File: src/rtl/hs_burst_tx.sv
// hs_burst_tx: req/ack handshake burst transmitter.
// An en rising edge launches a burst of BURST_LEN words, one word per
// handshake, in either 4-phase (return-to-zero) or 2-phase (toggle) signalling.
// A per-edge wait counter aborts the burst with a sticky error flag when the
// receiver stalls.
module hs_burst_tx #(
    parameter int  DATA_W     = 6,
    parameter int  BURST_LEN  = 8,
    parameter int  TIMEOUT    = 15,
    parameter int  FOUR_PHASE = 1,
    localparam int CW         = $clog2(BURST_LEN + 1)
) (
    input  logic              clk1,
    input  logic              clr,
    input  logic              en,
    input  logic [DATA_W-1:0] data_in,
    input  logic              ack,
    output logic              req,
    output logic [DATA_W-1:0] data_out,
    output logic              data_rd,
    output logic              busy,
    output logic              complete,
    output logic              timeout_err,
    output logic [CW-1:0]     word_cnt
);
    localparam int            WW       = $clog2(TIMEOUT + 1);
    localparam bit            FP       = (FOUR_PHASE != 0);
    localparam logic [CW-1:0] LEN      = CW'(BURST_LEN);
    localparam logic [CW-1:0] LAST_IDX = CW'(BURST_LEN - 1);
    localparam logic [WW-1:0] WAIT_MAX = WW'(TIMEOUT - 1);

    typedef enum logic [2:0] {IDLE, REQ, RET, DONE, ERR} state_t;

    state_t            state, state_n;
    logic              en_q;
    logic              start;
    logic              hit;
    logic              load;
    logic              req_n, busy_n, err_n;
    logic [DATA_W-1:0] data_n;
    logic [CW-1:0]     cnt_n;
    logic [WW-1:0]     wait_cnt, wait_n;

    assign start = en & ~en_q;

    // State and datapath registers; clr aborts any burst silently.
    always_ff @(posedge clk1) begin
        if (clr) begin
            state       <= IDLE;
            en_q        <= 1'b0;
            req         <= 1'b0;
            data_out    <= '0;
            busy        <= 1'b0;
            timeout_err <= 1'b0;
            word_cnt    <= '0;
            wait_cnt    <= '0;
        end else begin
            state       <= state_n;
            en_q        <= en;
            req         <= req_n;
            data_out    <= data_n;
            busy        <= busy_n;
            timeout_err <= err_n;
            word_cnt    <= cnt_n;
            wait_cnt    <= wait_n;
        end
    end

    // Next-state logic: handshake sequencing, word loading and stall timeout.
    always_comb begin
        state_n  = state;
        req_n    = req;
        data_n   = data_out;
        busy_n   = busy;
        err_n    = timeout_err;
        cnt_n    = word_cnt;
        wait_n   = wait_cnt;
        load     = 1'b0;
        // 4-phase waits for ack high; 2-phase waits for ack to match req.
        hit      = FP ? ack : (ack == req);

        case (state)
            IDLE: begin
                if (start) begin
                    load    = 1'b1;
                    busy_n  = 1'b1;
                    cnt_n   = '0;
                    err_n   = 1'b0;
                    wait_n  = '0;
                    req_n   = FP ? 1'b1 : ~req;
                    state_n = REQ;
                end
            end
            REQ: begin
                if (hit) begin
                    wait_n = '0;
                    cnt_n  = word_cnt + 1'b1;
                    if (FP) begin
                        req_n   = 1'b0;
                        state_n = RET;
                    end else if (word_cnt == LAST_IDX) begin
                        state_n = DONE;
                    end else begin
                        load  = 1'b1;
                        req_n = ~req;
                    end
                end else if (wait_cnt == WAIT_MAX) begin
                    // 2-phase keeps req level so the wire parity stays consistent.
                    state_n = ERR;
                    err_n   = 1'b1;
                    busy_n  = 1'b0;
                    if (FP) req_n = 1'b0;
                end else begin
                    wait_n = wait_cnt + 1'b1;
                end
            end
            RET: begin
                if (!ack) begin
                    wait_n = '0;
                    if (word_cnt == LEN) begin
                        state_n = DONE;
                    end else begin
                        load    = 1'b1;
                        req_n   = 1'b1;
                        state_n = REQ;
                    end
                end else if (wait_cnt == WAIT_MAX) begin
                    state_n = ERR;
                    err_n   = 1'b1;
                    busy_n  = 1'b0;
                end else begin
                    wait_n = wait_cnt + 1'b1;
                end
            end
            DONE: begin
                busy_n  = 1'b0;
                state_n = IDLE;
            end
            ERR: begin
                busy_n  = 1'b0;
                state_n = IDLE;
            end
            default: state_n = IDLE;
        endcase

        if (load) data_n = data_in;
    end

    // data_rd marks the cycle whose closing edge captures data_in.
    always_comb begin
        data_rd  = load & ~clr;
        complete = (state == DONE);
    end

endmodule
File: config.mk
export PLATFORM = sky130hd
export DESIGN_NAME = hs_burst_tx
export DESIGN_NICKNAME = d
export VERILOG_FILES = /design/src/rtl/hs_burst_tx.sv
export SDC_FILE = /design/constraint.sdc
export NUM_CORES = 1
export LEC_CHECK = 0
export BUFFER_PORTS_ARGS = -buffer_cell sky130_fd_sc_hd__buf_2
export CAP_MARGIN = 10
export CORE_UTILIZATION = 40
export DETAILED_ROUTE_END_ITERATION = 10
export PLACE_DENSITY_LB_ADDON = 0.12
export REMOVE_ABC_BUFFERS = 1
export SYNTH_ARGS = -nofsm -noshare
export SYNTH_HDL_FRONTEND = slang
export SYNTH_SLANG_ARGS = --single-unit
File: constraint.sdc
create_clock -name clk1 -period 1.8 [get_ports clk1]
set_input_delay 0.27 -clock clk1 [delete_from_list [all_inputs] [get_ports clk1]]
set_output_delay 0.27 -clock clk1 [all_outputs]
set_load 0.005 [all_outputs]
; ---- Word-level counts from Yosys, hierarchy flattened
; Cells that the tools add are included.
[totals]
ff_bits = 21
input_bits = 10
out_inout_bits = 15
elab_cells = 69
[op_classes]
n_addsub = 2
n_eq_ne = 13
n_mux = 32
bitwise = 4
reduce_logical = 10
[op_table]
columns = cell, count
row1 = $mux 4, 5
row2 = $mux 1, 15
row3 = $mux 3, 4
row4 = $ne 2x2->1 const B, 6
row5 = $pmux 4 s3, 1
row6 = $pmux 3 s3, 1
row7 = $add 4x1->4 const B, 2
row8 = $eq 4x4->1 const B, 2
row9 = $pmux 4 s2, 1
row10 = $reduce_and 4->1, 2
row11 = $eq 3x2->1 const B, 2
row12 = $pmux 1 s3, 2
row13 = $reduce_and 5->1, 1
row14 = $pmux 1 s4, 1
row15 = $reduce_bool 4->1, 1
row16 = $eq 3x1->1 const B, 1
row17 = $eq 3x3->1 const B, 1
row18 = $logic_not 3->1, 1
row19 = $ne 3x3->1 const B, 1
row20 = $reduce_and 3->1, 1
row21 = $reduce_bool 3->1, 1
row22 = $and 1x1->1, 2
row23 = $mux 2, 1
row24 = $not 1->1, 2
row25 = 4 further kinds, 4

; ---- Logic depth before layout (Yosys ltp)
[logic_depth]
word_depth = 5
mapped_depth = 6
depth_no_buf = 6

; ---- Least setup slack after synthesis
; Ideal clock, no wire load.
[synth_path]
kind = register -> output
startpoint = register state[2]
endpoint = output port data_rd
t_arrival_ps = 1097
required_ps = 1530
setup_slack_ps = 433
path_stages_with_launch = 5
n_path_buf = 1
cell_sequence = dfxtp_1 -> buf_6 -> nor4b_2 -> a22oi_4 -> nor2_1
[synth_between]
elab_chain_len = 3
elab_cells_between_ends = 4
cone_classes = eq/ne (1) / mux (1) / bitwise (1) / reduce/logical (1)
[synth_rtl]
columns = item, line
row1 = "start, declared", 34  ; state_t state, state_n;
row2 = "start signal, assigned", 58  ; state <= state_n;
row3 = $eq 3x2->1 or $logic_not 3->1 (tied branches), 82  ; case (state)
row4 = $pmux 1 s2 *, 82
row5 = $and 1x1->1 *, 151  ; data_rd = load & ~clr;
row6 = "end, declared", 20  ; output logic data_rd,
; Mark *: on every way between the ends. The rest lies on a longest branch, timed or not.

; ---- Worst setup path in the final report
[layout_path]
startpoint = register state[0]
endpoint = output port data_rd
; Same word-level chain as after synthesis.

==> impl_metrics.tcl <==
set metrics [dict create \
    status "completed" \
    clock_path_buffers 2 \
    syn_area_sq_um 1160 \
    area_growth_pct 17.2 \
    synth_edf_count 0 \
    path_clk_slew_ps 130 \
    whs_ps 181 \
    start_util_pct 41.9 \
    synth_top_flop_cell "dfxtp_1" \
    crit_type "flip-flop to primary output" \
    wl_met3_microns 127 \
    num_rows 19 \
    synth.area.top_cells "dfxtp_1 36%, mux2i_1 6.9%, nor2_1 4.5%" \
    core_sq_um 2760 \
    cts_tree "done" \
    cp-end-kind "primary output" \
    synth_cells 118 \
    wl_met1_microns 1230 \
    die_width_microns 55.8 \
    gp_congestion 0.849 \
    crit_path_start_kind "flip-flop" \
    critPathMaxStageDelay_ps 420 \
    ctsHoldBuffers 0 \
    switching_share_pct 29.0 \
    postPlaceCellArea_sq_um 1280 \
    cp.required_ps 1530 \
    ys_ff_latch 21 \
    relSlewSlack_pct 55.4 \
    cp.arrival_ps 1430 \
    routed_wl_microns 2460 \
    hpwlAfterDp_microns 1770 \
    fill_cells 273 \
    io_buffers 24 \
    power_frac_comb_pct 19.1 \
    path_cells "nor3b_4 -> a22oi_4 -> nor2_1 -> buf_2" \
    p_switching_w 0.000269 \
    dieArea_sq_um 3110 \
    regArea_sq_um 428 \
    grt_first_pass_wirelength_microns 4270 \
    syn_area_per_cell_sq_um 9.80 \
    drc_errors 0 \
    cap_violations 0 \
    ir_worst_vdd_mv 0.600 \
    numCtsBuffers 3 \
    clkSinkCount 21 \
    final_nets 160 \
    vias_per_cell 5.43 \
    multi_input_comb_area_sq_um 673 \
    grt_antenna_before_repair 0 \
    ios 25 \
    vias 956 \
    worst_pin_slew_ps 665 \
    grt_start_max_net_pins 15 \
    setup_viol 0 \
    globalRouteOverflowTotal 0 \
    fmax_ghz 0.587 \
    finalCritPeriodShare_pct 94.6 \
    p_int_w 0.000657 \
    layout_commonest_cell "buf_2" \
    p_leak_nw 0.602 \
    synth_top_area_share_pct 36.4 \
    layout_common_cells "24 x buf_2, 17 x dfxtp_1, 14 x nor2_1, 8 x mux2i_1" \
    n_antenna_cell 0 \
    seqPwrFrac_pct 55.2 \
    hold_viol_final 0 \
    async_flop_share_pct 0 \
    htree_levels 1 \
    slew_viol_final 0 \
    synth_warnings 0 \
    clk_latency_ps 320 \
    clock_skew_ps 11.0 \
    wl_met2_microns 1080 \
    yosysSeqAreaShare_pct 36.4 \
    yosys.area.top_type "dfxtp_1" \
    synth.distinct_cells 44 \
    detail-route-antenna-nets 0 \
    drtPass1Iterations 4 \
    drt_iter0_drc 48 \
    critical-path-slowest-cell "dfxtp_2" \
    wl_per_cell_microns 14.0 \
    pwr-share-clk_pct 25.7 \
    drive_gt1_share_pct 34.5 \
    grt_pass1_vias 891 \
    die_y_microns 55.8 \
    cp_max_fo 9 \
    top_layer_used "met4" \
    postLayoutCellArea_sq_um 1360 \
    gr-usage-all-layers_pct 17.5 \
    layout_min_cycle_time_ps 1700 \
    root_buffer "clkbuf_4" \
    power_density_nw_per_um2 683 \
    hp-class "primary input to flip-flop" \
]
worst paths after layout:
kind	startpoint	end	slack (ps)	cells after the start
setup / recovery	state[0]	data_rd	100	4
hold / removal	en	en_q	180	2
setup reg to reg	word_cnt[0]	data_out[0]	290	8
hold reg to reg	timeout_err	timeout_err	500	1
Yosys cell counts, drive strengths merged (2+ instances only):
library cell / instances
and3: 5
a21oi: 5
nor3: 5
mux2i: 8
dfxtp: 21
ha: 4
nand2: 2
nor2b: 2
o21ai: 3
xor2: 2
nor4: 4
nand3b: 2
and2: 2
buf: 6
nor4b: 3
inv: 6
nor2: 15
o211ai: 3
o31ai: 4
timing repair:
action	in CTS	in global routing
gates resized for setup	5	2
cloned	0	0
endpoints found under the setup margin	1	1
pin swaps	1	2
buffers inserted	0	3
through the flow:
step           worst slack [ps]  TNS, ps  power (W)  util (%)  instances
4_1_cts                    3.65        0   0.000927      48.2        173
6_report                   96.9        0   0.000925      49.1        176
3_5_place_dp                182        0   0.000687      46.6        169
2_1_floorplan               255        0   0.000618         -        111
5_1_grt                   -6.52    -6.52   0.000975      49.1        176
3_3_place_gp                220        0   0.000685      46.6        169
final cells by class:
class | count | area share (%)
well taps | 31 | 2.86
clock inverters | 1 | 0.369
repair buffers | 30 | 12.2
multi-input cells | 84 | 49.7
inverters | 6 | 1.66
flip-flops and latches | 21 | 31.6
clock buffers | 3 | 1.66
worst max-delay path: cells and delay by family (launching register included):
family	cells	cell delay, ps
simple gates	2	440
flops	1	420
compound gates	1	130
buf+inv	1	120
kinds of logic (layout without fill, tap and decap cells):
logic type / count (synthesis) / count (layout) / synth area share, %
fa+ha+maj: 4 / 4 / 4.33
flops: 21 / 21 / 36.4
buf+inv: 13 / 40 / 6.60
xor+xnor: 2 / 2 / 1.52
compound gates: 24 / 24 / 18.6
mux: 8 / 8 / 6.93
simple gates: 46 / 46 / 25.6
layer usage:
| layer | track usage [%] | vias up |
|---|---|---|
| li1 | - | 486 |
| met5 | 0 | - |
| met2 | 27.2 | 26 |
| met3 | 5.35 | 2 |
| met1 | 24.2 | 442 |
| met4 | 3.21 | 0 |
state kept, by name, summed over array words and instances, names as in the netlist:
name         cells
timeout_err      1
wait_cnt         4
state            3
data_out         6
req              1
word_cnt         4
en_q             1
busy             1
power by group through the flow:
stage,clock network (W),logic [W],registers [W]
after floorplan,0,0.0000956,0.000522
after global placement,0,0.000166,0.000519
after detailed placement,0,0.000167,0.000520
after CTS,0.000246,0.000169,0.000512
after global routing,0.000265,0.000195,0.000515
final,0.000238,0.000176,0.000511
Note: power is estimated with default switching activity, not from simulation.
